### config.mk
export PLATFORM = sky130hd
export DESIGN_NAME = fetch_queue_flat
export DESIGN_NICKNAME = d
export VERILOG_FILES = /design/src/rtl/cpu_defs.sv /design/src/rtl/fetch_queue_if.sv /design/src/rtl/fetch_queue_fifo.sv /design/src/rtl/fetch_queue.sv /design/src/flat_wrapper.sv
export SDC_FILE = /design/constraint.sdc
export NUM_CORES = 1
export LEC_CHECK = 0
export ABC_AREA = 1
export BUFFER_PORTS_ARGS = -buffer_cell sky130_fd_sc_hd__buf_2
export CORE_ASPECT_RATIO = 0.75
export CORE_UTILIZATION = 55
export CTS_BUF_LIST = sky130_fd_sc_hd__clkbuf_8 sky130_fd_sc_hd__clkbuf_16
export CTS_CLUSTER_DIAMETER = 30
export DETAILED_ROUTE_END_ITERATION = 12
export GPL_TIMING_DRIVEN = 1
export PLACE_DENSITY = 0.77
export SYNTH_ARGS = -nofsm -noshare
export SYNTH_HDL_FRONTEND = slang
export SYNTH_HIERARCHICAL = 1
export SYNTH_SLANG_ARGS = --single-unit
### constraint.sdc
create_clock -name i_clk -period 5.7 [get_ports i_clk]
set_input_delay 0 -clock i_clk [delete_from_list [all_inputs] [get_ports i_clk]]
set_output_delay 0 -clock i_clk [all_outputs]
set_load 0.01 [all_outputs]
### src/rtl/cpu_defs.sv
// Shared CPU definitions: reset vector default, instruction lengths and the RVC opcode test.
package cpu_defs;

  localparam logic [31:0] RESET_PC_DEFAULT = 32'h0000_0000;
  localparam logic [31:0] ILEN16           = 32'd2;
  localparam logic [31:0] ILEN32           = 32'd4;

  // RVC encodings use any quadrant except 2'b11 in the low opcode bits
  function automatic logic is_compressed(input logic [15:0] half);
    return half[1:0] != 2'b11;
  endfunction

endpackage

### src/rtl/fetch_queue_if.sv
// Fetch-queue bus: instruction-memory request/ack side, redirect, and decode handshake.
interface fetch_queue_if #(
  parameter int DEPTH = 4
);
  localparam int CNT_W = $clog2(DEPTH + 1);

  logic             mem_req;
  logic [31:0]      mem_addr;
  logic             mem_ack;
  logic [31:0]      mem_data;
  logic             br_en;
  logic [31:0]      br_addr;
  logic             id_valid;
  logic             id_ready;
  logic [31:0]      id_ir;
  logic [31:0]      id_pc;
  logic [31:0]      id_ret;
  logic             hz_br;
  logic [CNT_W-1:0] count;

  modport master (
    output mem_req, mem_addr, id_valid, id_ir, id_pc, id_ret, hz_br, count,
    input  mem_ack, mem_data, br_en, br_addr, id_ready
  );

  modport slave (
    input  mem_req, mem_addr, id_valid, id_ir, id_pc, id_ret, hz_br, count,
    output mem_ack, mem_data, br_en, br_addr, id_ready
  );

endinterface

### src/rtl/fetch_queue_fifo.sv
// fetch_fifo: DEPTH-entry synchronous FIFO with flush, exposing the head and head+1 entries.
module fetch_fifo #(
  parameter int DEPTH = 4,
  parameter int WIDTH = 64
) (
  input  logic                       clk,
  input  logic                       rst_n,
  input  logic                       ce,
  input  logic                       flush,
  input  logic                       push,
  input  logic [WIDTH-1:0]           push_data,
  input  logic                       pop,
  output logic [WIDTH-1:0]           head,
  output logic [WIDTH-1:0]           head1,
  output logic [$clog2(DEPTH+1)-1:0] count
);

  localparam int PTR_W = $clog2(DEPTH);
  localparam int CNT_W = $clog2(DEPTH + 1);

  logic [WIDTH-1:0] mem [DEPTH];
  logic [PTR_W-1:0] wr_ptr;
  logic [PTR_W-1:0] rd_ptr;
  logic             do_push;
  logic             do_pop;

  // A pop frees the slot the same-cycle push needs, so push is legal when full too
  assign do_pop  = pop && (count != '0);
  assign do_push = push && ((count != CNT_W'(DEPTH)) || do_pop);

  always_ff @(posedge clk or negedge rst_n) begin
    if (!rst_n) begin
      wr_ptr <= '0;
      rd_ptr <= '0;
      count  <= '0;
    end else if (ce) begin
      if (flush) begin
        wr_ptr <= '0;
        rd_ptr <= '0;
        count  <= '0;
      end else begin
        if (do_push) wr_ptr <= wr_ptr + PTR_W'(1);
        if (do_pop)  rd_ptr <= rd_ptr + PTR_W'(1);
        count <= count + CNT_W'(do_push) - CNT_W'(do_pop);
      end
    end
  end

  always_ff @(posedge clk) begin
    if (ce && !flush && do_push) mem[wr_ptr] <= push_data;
  end

  assign head  = mem[rd_ptr];
  assign head1 = mem[rd_ptr + PTR_W'(1)];

endmodule

### src/rtl/fetch_queue.sv
// Instruction prefetch queue with branch redirect; define FETCH_COMPRESSED_EN for RVC alignment.
module fetch_queue
  import cpu_defs::*;
#(
  parameter int          DEPTH    = 4,
  parameter logic [31:0] RESET_PC = RESET_PC_DEFAULT
) (
  input  logic          i_clk,
  input  logic          i_rst_n,
  input  logic          i_clk_ce,
  fetch_queue_if.master bus
);

  localparam int CNT_W = $clog2(DEPTH + 1);

  logic [31:0]      mem_addr;
  logic [CNT_W-1:0] count;
  logic [63:0]      head;
  logic [63:0]      head1;
  logic [31:0]      w0;
  logic [31:0]      a0;
  logic             push;
  logic             pop;
  logic             xfer;
  logic             valid;
  logic [31:0]      ir;
  logic [31:0]      pc;
  logic [31:0]      ret;
  logic             unused_bits;

  assign w0 = head[63:32];
  assign a0 = head[31:0];

  assign bus.mem_req = i_rst_n && (count < CNT_W'(DEPTH)) && !bus.br_en;
  assign push        = i_clk_ce && bus.mem_req && bus.mem_ack;
  assign xfer        = i_clk_ce && valid && bus.id_ready && !bus.br_en;

  fetch_fifo #(
    .DEPTH (DEPTH),
    .WIDTH (64)
  ) u_fifo (
    .clk       (i_clk),
    .rst_n     (i_rst_n),
    .ce        (i_clk_ce),
    .flush     (bus.br_en),
    .push      (push),
    .push_data ({bus.mem_data, mem_addr}),
    .pop       (pop),
    .head      (head),
    .head1     (head1),
    .count     (count)
  );

  always_ff @(posedge i_clk or negedge i_rst_n) begin
    if (!i_rst_n) begin
      mem_addr <= {RESET_PC[31:2], 2'b00};
    end else if (i_clk_ce) begin
      if (bus.br_en)  mem_addr <= {bus.br_addr[31:2], 2'b00};
      else if (push)  mem_addr <= mem_addr + ILEN32;
    end
  end

`ifdef FETCH_COMPRESSED_EN
  logic [31:0] w1;
  logic        half_off;
  logic        is16;

  assign w1 = head1[63:32];

  always_ff @(posedge i_clk or negedge i_rst_n) begin
    if (!i_rst_n) begin
      half_off <= RESET_PC[1];
    end else if (i_clk_ce) begin
      if (bus.br_en)         half_off <= bus.br_addr[1];
      else if (xfer && is16) half_off <= !half_off;
    end
  end

  // A 32-bit opcode straddling two words needs the next entry before it is valid
  always_comb begin
    ir    = w0;
    pc    = a0;
    ret   = a0 + ILEN32;
    is16  = 1'b0;
    valid = (count != '0);
    if (!half_off) begin
      if (is_compressed(w0[15:0])) begin
        ir   = {16'h0000, w0[15:0]};
        ret  = a0 + ILEN16;
        is16 = 1'b1;
      end
    end else begin
      pc = a0 + ILEN16;
      if (is_compressed(w0[31:16])) begin
        ir   = {16'h0000, w0[31:16]};
        ret  = a0 + ILEN32;
        is16 = 1'b1;
      end else begin
        ir    = {w1[15:0], w0[31:16]};
        ret   = a0 + ILEN16 + ILEN32;
        valid = (count >= CNT_W'(2));
      end
    end
  end

  // Only a 16-bit opcode in the low half stays inside the head word
  assign pop         = xfer && !(is16 && !half_off);
  assign unused_bits = ^{bus.br_addr[0], head1[31:0]};
`else
  always_comb begin
    valid = (count != '0);
    ir    = w0;
    pc    = a0;
    ret   = a0 + ILEN32;
  end

  assign pop         = xfer;
  assign unused_bits = ^{bus.br_addr[1:0], head1};
`endif

  assign bus.mem_addr = mem_addr;
  assign bus.count    = count;
  assign bus.id_valid = valid;
  assign bus.hz_br    = !valid;
  assign bus.id_ir    = valid ? ir  : 32'h0;
  assign bus.id_pc    = valid ? pc  : 32'h0;
  assign bus.id_ret   = valid ? ret : 32'h0;

endmodule
### src/flat_wrapper.sv
// flat-port wrapper written by rule: the top's interface ports become plain ports
module fetch_queue_flat import cpu_defs::*;
#(
  parameter int          DEPTH    = 4,
  parameter logic [31:0] RESET_PC = RESET_PC_DEFAULT
)
  (i_clk, i_rst_n, i_clk_ce, bus_mem_req, bus_mem_addr, bus_id_valid, bus_id_ir, bus_id_pc, bus_id_ret, bus_hz_br, bus_count, bus_mem_ack, bus_mem_data, bus_br_en, bus_br_addr, bus_id_ready);
  fetch_queue_if #(.DEPTH(DEPTH)) bus_i ();
  input  logic i_clk;
  input  logic i_rst_n;
  input  logic i_clk_ce;
  output wire logic [$bits(bus_i.mem_req)-1:0] bus_mem_req;
  output wire logic [$bits(bus_i.mem_addr)-1:0] bus_mem_addr;
  output wire logic [$bits(bus_i.id_valid)-1:0] bus_id_valid;
  output wire logic [$bits(bus_i.id_ir)-1:0] bus_id_ir;
  output wire logic [$bits(bus_i.id_pc)-1:0] bus_id_pc;
  output wire logic [$bits(bus_i.id_ret)-1:0] bus_id_ret;
  output wire logic [$bits(bus_i.hz_br)-1:0] bus_hz_br;
  output wire logic [$bits(bus_i.count)-1:0] bus_count;
  input wire logic [$bits(bus_i.mem_ack)-1:0] bus_mem_ack;
  input wire logic [$bits(bus_i.mem_data)-1:0] bus_mem_data;
  input wire logic [$bits(bus_i.br_en)-1:0] bus_br_en;
  input wire logic [$bits(bus_i.br_addr)-1:0] bus_br_addr;
  input wire logic [$bits(bus_i.id_ready)-1:0] bus_id_ready;
  assign bus_mem_req = bus_i.mem_req;
  assign bus_mem_addr = bus_i.mem_addr;
  assign bus_id_valid = bus_i.id_valid;
  assign bus_id_ir = bus_i.id_ir;
  assign bus_id_pc = bus_i.id_pc;
  assign bus_id_ret = bus_i.id_ret;
  assign bus_hz_br = bus_i.hz_br;
  assign bus_count = bus_i.count;
  assign bus_i.mem_ack = bus_mem_ack;
  assign bus_i.mem_data = bus_mem_data;
  assign bus_i.br_en = bus_br_en;
  assign bus_i.br_addr = bus_br_addr;
  assign bus_i.id_ready = bus_id_ready;
  fetch_queue #(.DEPTH(DEPTH), .RESET_PC(RESET_PC)) u_core (.i_clk(i_clk), .i_rst_n(i_rst_n), .i_clk_ce(i_clk_ce), .bus(bus_i));
endmodule
==> metrics <==
Final Cycle Share between 70 and 80%; core area approximately 24000 um2; type of origin of the critical path flop; NumNets Final 1776; Rel. slew slack 32.3%; busiest grt layer met2; reg2reg end u_core/u_fifo/mem[0][29]$_DFFE_PP_; Critical Path RT roughly 5.7 ns; setup TNS 0 ns; hold-fix buffers at CTS between 60 and 70; reg2reg start u_core/u_fifo/count[1]$_DFFE_PN0P_; critical path peak fanout 87; first-pass detailed-route iteration total 6; global-route met1 utilization 38.7%; clk_lat worst skew about 0.54 ns; syn avg cell area ~9.6 um2; GRT Util Overall 27.9%; HP Class in2reg; count of cells resized by post-cts repair 0; final worst path period need 4.22 ns; post-layout util 71.5%; Die H 139 um; port bufs 199; Starting DRT DRC Count 1069; yosys warns 6; Worst VDD drop 249 uV; final-layout fill cell count approximately 1.7k; first-pass GRT wire length 55.8 mm; Hold Fails Final Rpt 0; setup slack, reg-to-reg 2.06 ns; drt drc 0; RSZ-0062 raised after global routing false; Sink Count approximately 290; CTS Buf Count 47; die width 185 um; most common cell after layout, fill and taps aside nor2_1; Final GP Congestion 0.932; root buf cell clkbuf_16; standard-cell rows 49; DR vias around 11k; Post-CTS Setup Bufs 0; H-tree Lvls 2; clk buf depth 3; Final ANT Viol Nets 0; Max Clk Rate 0.237 GHz; Setup-failing EPs final 0; Synth Instances about 1.4k; Overflow after GRT 0; status finished clean; largest net degree at the start of global routing 88; Post-Route Skew approximately 0.025 ns; clk slew on worst S/H paths approximately 0.060 ns; post-DP HPWL 21.1 mm; Lkg Pwr between 7 and 8 nW; Tightest Pin Transition 1.02 ns; synthesis-to-finish area growth 25.9%; antenna violations before repair 1; max-cap violation count 0; vias per cell 5.53; hold depth 3; global routing usage on met3 5.15%; Hold Crit Start bus_br_en; initial core utilization 56.8%; vias in the first global route 10.8k; mapped cell area between 10000 and 15000 um2; I/O pins 204; Reg2Reg Depth 11; Design Area, Final 17400 um2; Placed Area 15000 um2; Post-Route WL 36.4 mm; power per cell area about 350 nW/um2; Die Footprint around 26000 um2; met2 Use GR 45.3%; Slew Limit Fails 0; worst path arrival time 4.22 ns; Worst setup EP type output port; Hold Path End u_core/bus.mem_addr[10]$_DFFE_PN0P_; most frequent cells in the layout nor2_1, edfxtp_1, nand2_1; CTS tree built; ratio of cells with drive above 1 in the final layout 19.3%; routed len/inst 17.6 um; worst setup path category reg2out
layout make-up:
class / instances / area [um2] / area share, %
diodes: 1 / 2.50 / 0.0144
inverters: 137 / 517 / 2.98
clock inverters: 40 / 533 / 3.07
flip-flops and latches: 293 / 8620 / 49.7
multi-input cells: 941 / 4340 / 25.0
well taps: 331 / 414 / 2.39
repair buffers: 277 / 1750 / 10.1
clock buffers: 47 / 1180 / 6.78
through the flow:
stage	cells	setup slack [ns]	hold slack [ns]	power, mW
floorplan	1446	1.08	-0.296	2.82
global placement	1912	2.21	0.0893	3.03
detailed placement	1912	2.11	0.0991	3.05
CTS	2066	1.59	0.00195	6.10
global route	2067	1.22	0.0556	6.27
finish	2067	1.48	0.0326	6.09
metal layers:
| layer | routed length (um) | up-vias | share of wire [%] |
|---|---|---|---|
| met5 | 0 | - | 0 |
| met1 | 14900 | 5343 | 41 |
| met2 | 16900 | 653 | 46 |
| li1 | - | 5362 | - |
| met3 | 3930 | 65 | 11 |
| met4 | 681 | 0 | 1.9 |
flip-flops by register name, indices dropped and copies added, names as in the netlist:
name and cells:
u_core/u_fifo/rd_ptr 2, u_core/u_fifo/mem 256, u_core/bus.mem_addr 30, u_core/u_fifo/count 3, u_core/u_fifo/wr_ptr 2
how the worst max path moves through the flow:
| stage | depth (start not counted) | from | endpoint | slack, ns |
|---|---|---|---|---|
| final | 10 | u_core/u_fifo/rd_ptr[0]$_DFFE_PN0P_ | bus_id_ret[15] | 1.48 |
| after global routing | 12 | u_core/u_fifo/rd_ptr[0]$_DFFE_PN0P_ | bus_id_ret[31] | 1.22 |
| after CTS | 13 | u_core/u_fifo/rd_ptr[0]$_DFFE_PN0P_ | bus_id_ret[28] | 1.59 |
| after detailed placement | 11 | u_core/u_fifo/count[1]$_DFFE_PN0P_ | u_core/u_fifo/mem[0][26]$_DFFE_PP_ | 2.11 |
| after global placement | 13 | u_core/u_fifo/rd_ptr[0]$_DFFE_PN0P_ | bus_id_ret[28] | 2.21 |
| after floorplan | 11 | u_core/u_fifo/count[1]$_DFFE_PN0P_ | u_core/u_fifo/mem[0][0]$_DFFE_PP_ | 1.08 |
where the power goes:
part | internal (mW) | switching, mW
Combinational | 0.186 | 0.304
Sequential | 2.43 | 0.145
Clock | 1.99 | 1.04
Total | 4.60 | 1.49
worst max-delay path: stages (launching register included):
cell	delay [ns]
dfrtp_4	0.72
buf_4	0.76
o21ai_0	0.28
o22ai_1	0.59
nand2_1	0.22
nor2_2	0.22
nand2_1	0.12
nor2_2	0.27
nor2_1	0.10
nor3_1	0.21
buf_2	0.17
No activity file was read; power rests on OpenSTA's default activity.
